## src/rtl/data_mem_ctrl.sv

```systemverilog
// data_mem_ctrl: load/store responder for the CPU datapath with an internal
// 256 x 8 RAM. It serves one access at a time and stalls the core through
// mem_busy while the access is in flight.
// Optional feature macro: DMEM_WAIT_EN adds WAIT_CYCLES wait states to each
// access, which models slow external memory.
module data_mem_ctrl #(
    parameter int unsigned DEPTH       = 256,
    parameter int unsigned WAIT_CYCLES = 2
) (
    input  logic       clk,
    input  logic       rst_n,
    input  logic       req_load,
    input  logic       req_store,
    input  logic [7:0] addr,
    input  logic [7:0] wdata,
    output logic [7:0] rdata,
    output logic       load_valid,
    output logic       store_done,
    output logic       mem_busy
);

`ifdef DMEM_WAIT_EN
    localparam int unsigned W_WAITS = WAIT_CYCLES;
    typedef enum logic [1:0] {S_IDLE, S_ACCESS, S_WAIT, S_DONE} state_t;
`else
    // WAIT_CYCLES has no effect unless wait states are compiled in.
    localparam int unsigned W_WAITS = WAIT_CYCLES * 0;
    typedef enum logic [1:0] {S_IDLE, S_ACCESS, S_DONE} state_t;
`endif

    state_t     r_state;
    state_t     w_next;
    logic       w_req;
    logic       r_is_store;
    logic [7:0] r_addr;
    logic [7:0] r_wdata;
    logic [7:0] r_rd;
    logic [7:0] r_hold;
    logic [7:0] r_mem [DEPTH];
`ifdef DMEM_WAIT_EN
    logic [3:0] r_wait_cnt;
`endif

    assign w_req = req_load | req_store;

    // Next-state logic and outputs; the stall is combinational in IDLE so the
    // requesting instruction stalls in its own cycle.
    always_comb begin
        w_next     = r_state;
        mem_busy   = 1'b0;
        load_valid = 1'b0;
        store_done = 1'b0;
        rdata      = r_hold;
        case (r_state)
            S_IDLE: begin
                if (w_req) begin
                    w_next = S_ACCESS;
                end
                mem_busy = w_req;
            end
            S_ACCESS: begin
                mem_busy = 1'b1;
                if (W_WAITS == 0) begin
                    w_next = S_DONE;
                end else begin
`ifdef DMEM_WAIT_EN
                    w_next = S_WAIT;
`else
                    w_next = S_DONE;
`endif
                end
            end
`ifdef DMEM_WAIT_EN
            S_WAIT: begin
                mem_busy = 1'b1;
                if (r_wait_cnt == '0) begin
                    w_next = S_DONE;
                end
            end
`endif
            S_DONE: begin
                // Requests seen here belong to the instruction that is still stalled.
                w_next = S_IDLE;
                if (r_is_store) begin
                    store_done = 1'b1;
                end else begin
                    load_valid = 1'b1;
                    rdata      = r_rd;
                end
            end
            default: w_next = S_IDLE;
        endcase
        if (!rst_n) begin
            mem_busy = 1'b0;
        end
    end

    // State register.
    always_ff @(posedge clk) begin
        if (!rst_n) begin
            r_state <= S_IDLE;
        end else begin
            r_state <= w_next;
        end
    end

    // Latch the request operands on acceptance; if both requests are high, the store wins.
    always_ff @(posedge clk) begin
        if (!rst_n) begin
            r_is_store <= 1'b0;
            r_addr     <= '0;
            r_wdata    <= '0;
        end else if (r_state == S_IDLE && w_req) begin
            r_is_store <= req_store;
            r_addr     <= addr;
            r_wdata    <= wdata;
        end
    end

    // Read register is filled in ACCESS; rdata keeps the last completed load.
    always_ff @(posedge clk) begin
        if (!rst_n) begin
            r_rd   <= '0;
            r_hold <= '0;
        end else begin
            if (r_state == S_ACCESS && !r_is_store) begin
                r_rd <= r_mem[r_addr];
            end
            if (r_state == S_DONE && !r_is_store) begin
                r_hold <= r_rd;
            end
        end
    end

    // Store commit on the edge leaving ACCESS; reset on that edge suppresses it.
    always_ff @(posedge clk) begin
        if (rst_n && r_state == S_ACCESS && r_is_store) begin
            r_mem[r_addr] <= r_wdata;
        end
    end

`ifdef DMEM_WAIT_EN
    // Wait-state down-counter, loaded with WAIT_CYCLES-1 on entry to WAIT.
    always_ff @(posedge clk) begin
        if (!rst_n) begin
            r_wait_cnt <= '0;
        end else if (r_state == S_ACCESS && w_next == S_WAIT) begin
            r_wait_cnt <= 4'(W_WAITS - 1);
        end else if (r_state == S_WAIT && r_wait_cnt != '0) begin
            r_wait_cnt <= r_wait_cnt - 4'd1;
        end
    end
`endif

endmodule

```

## config.mk

```make
export PLATFORM = sky130hd
export DESIGN_NAME = data_mem_ctrl
export DESIGN_NICKNAME = d
export VERILOG_FILES = /design/src/rtl/data_mem_ctrl.sv
export SDC_FILE = /design/constraint.sdc
export NUM_CORES = 2
export LEC_CHECK = 0
export BUFFER_PORTS_ARGS = -buffer_cell sky130_fd_sc_hd__buf_2
export CORE_ASPECT_RATIO = 1.2
export CORE_MARGIN = 1
export CORE_UTILIZATION = 25
export CTS_BUF_LIST = sky130_fd_sc_hd__clkbuf_8
export DETAILED_ROUTE_END_ITERATION = 10
export GPL_ROUTABILITY_DRIVEN = 0
export SYNTH_ARGS = -nofsm -noshare
export SYNTH_HDL_FRONTEND = slang
export SYNTH_SLANG_ARGS = --single-unit
```

## constraint.sdc

```tcl
create_clock -name clk -period 7 [get_ports clk]
set_clock_uncertainty 0.15 [all_clocks]
set_input_delay 1.05 -clock clk [delete_from_list [all_inputs] [get_ports clk]]
set_output_delay 1.05 -clock clk [all_outputs]
set_load 0.01 [all_outputs]
```

==> metrics.txt <==
Async S/R FF share, synth 0%; fin crit period 4.62 ns; failing checks design-rule violations; post-DP HPWL 131 mm; first drt pass iteration count 9; PortBufs 30; Die H 627 um; root buffer cell clkbuf_8; GRT Residual Overflow 0; clock slew at reported path FFs 0.06 ns; logic gate share of total power 6.9%; Total Wirelength 218 mm; Pint 19.0 mW; RSZ-0062 raised after global routing no; crit path kind flop to flop; LEAKAGE 28.4 nW; Final setup viols 0; crit path max-delay cell type nor4_1; worst-path fanout max 113; initial antenna violation count 12; cts bufs inserted 325; Slew HR 13.1%; outcome complete, but fails checks; FMAX 217 MHz; Boundary Pins 31; via count 41,300; Initial Util 25.2%; # clock sinks 2,083; nets 4,251; WP data arrival 5.30 ns; most frequent CP cell a21oi_1; Seq/Total Area, Yosys 76.6%; Via density 4.73; final setup TNS 0 ns; antenna-violating nets left 0; Area growth syn-to-layout 13.0%; die footprint 0.327 mm^2; Core Area 0.322 mm^2; Synth area leader edfxtp_1; largest net degree at the start of global routing 191; Synth Net Count 4,055; CTS resizes 0; layout cells sized above 1 21.3%; clk_lat worst skew 1.06 ns; Hold Crit Class primary input to flop; Flop pwr share 55.9%; Clock power frac 37.2%; top cell type's share of synthesized area 75.7%; Final Hold Viols 0; clock tree from TritonCTS done; PwrDens 271 mW/mm^2; Crit. End Element flop; VDD IR max 0.228 mV; count of standard-cell rows 228; Post-route DRC 2; Max-cap violations 0; Top FF cell, synth edfxtp_1; synth top area cells edfxtp_1 76%, mux4_2 12%, mux2i_1 3.4%; Hold Path Stages 3; CP cell instances buf_12, or4bb_1, o22ai_1, or4_1, a21oi_1, a31oi_1, nor4_1, a21oi_1; most frequent cells after synthesis 2,048 x edfxtp_1, 422 x mux4_2, 309 x nor2_1; vias in the first global route 42,000; Ys Warns 0; Buf/Inv on CP 1; Mapped Cells 4,035; switch share 23.8%; count leader, synth edfxtp_1; final slew viol count 0; CTS Buffer Depth 4; CP max stage delay 0.94 ns; pin slew with the least headroom to its limit 1.30 ns; CP required 7.69 ns; Post-Synthesis Cell Area 0.0813 mm^2; fillers 31,600; WHS 0.0990 ns; top cell family by delay on the critical path simple AND/OR/NAND/NOR gates; Cell variety after synth 63; Worst Setup Start Kind flop; cells on worst reg2reg path 8; number of synthesized register bits 2,083; H-tree depth 5; syn_area_per_cell 20.1 um^2; WL/cell 25.0 um; gr usage total 13.1%; final cycle utilization of the critical path 66.0%; Psw 5.94 mW; initial DRC count 4,502; EDFF count, synth 2,048; WP depth 8; Die X 522 um; first-pass GRT wire length 311 mm
==> worst min-delay path, delay by kind of cell <==
family / cells / cell delay, ns
compound gates: 1 / 0.07
simple gates: 1 / 0.05
buf+inv: 1 / 0.09
==> layer usage <==
metal	GRT usage, %	routed length [um]	vias up
met2	21.8	107000	1984
met1	16.0	83300	21800
met4	6.19	10200	6
li1	-	-	17000
met3	2.98	16800	453
met5	0	367	-
==> power groups by stage <==
stage	combinational (mW)	sequential, mW	clock, mW
5_1_grt	1.80	13.9	9.93
3_3_place_gp	1.72	14.2	0
4_1_cts	1.73	13.9	9.41
2_1_floorplan	1.00	14.3	0
6_report	1.72	13.9	9.27
3_5_place_dp	1.73	14.2	0
==> layout by cell type, fill, tap and decap left out, drive strengths merged, types with 6 or more instances in the layout <==
cell and instances:
nand3 39, diode 6, o211ai 6, a221oi 14, nand4 10, and2 12, edfxtp 2048, o221ai 9
nor2 309, clkbuf 333, nor4 11, nor2b 7, and3 9, clkinvlp 6, nor3 19, a32oi 37
dfxtp 35, buf 111, a21boi 18, clkinv 110, o31ai 6, o21ai 38, mux2i 277, o22ai 66
a31oi 21, mux2 18, inv 122, a21oi 37, nand2 204, a22oi 46, mux4 422
==> per-stage QoR <==
stage / utilization [%] / setup slack (ns) / std cells / total power [mW] / cell area, um^2
final: 28.5 / 2.38 / 8731 / 24.9 / 91800
after global routing: 28.5 / 2.34 / 8728 / 25.7 / 91800
after CTS: 28.5 / 2.42 / 8725 / 25.1 / 91800
after detailed placement: 26.7 / 2.46 / 8158 / 15.9 / 86100
after global placement: 26.7 / 2.45 / 8158 / 15.9 / 86100
after floorplan: - / 2.60 / 4035 / 15.3 / 81300
==> cells by family after synthesis <==
kind of cell	share of synthesized area, %
AND/OR/NAND/NOR	3.45
flip-flops	76.6
buffers and inverters	1.84
multiplexers	15.4
AO/OA/AOI/OAI	2.80
==> worst paths after layout <==
| kind | startpoint | to | slack [ns] |
|---|---|---|---|
| worst max-delay path | r_addr[3] | r_rd[5] | 2.38 |
| worst max register to register | r_addr[3] | r_rd[5] | 2.38 |
| worst min register to register | r_hold[0] | r_hold[0] | 0.44 |
| worst min-delay path | wdata[3] | r_wdata[3] | 0.1 |
==> repair_timing <==
| action | 4_1_cts | 5_1_grt |
|---|---|---|
| endpoints found under the hold margin | 1 | 0 |
| hold buffers | 1 | 0 |
| buffers inserted | 0 | 0 |
==> flip-flops by register name, summed over array words and instances, names as in the netlist <==
register,count
r_hold,8
r_wdata,8
r_state,2
r_rd,8
r_is_store,1
r_addr,8
r_mem,2048
==> final cells by class <==
type / count / area, um^2 / area share [%]
repair buffers: 112 / 931 / 1.01
clock buffers: 333 / 4580 / 4.99
inverters: 10 / 45.0 / 0.0490
flip-flops and latches: 2083 / 62200 / 67.8
clock inverters: 233 / 1090 / 1.18
diodes: 6 / 15.0 / 0.0163
multi-input cells: 1699 / 17600 / 19.2
well taps: 4255 / 5320 / 5.80
Power figures use the tool's default switching activity.
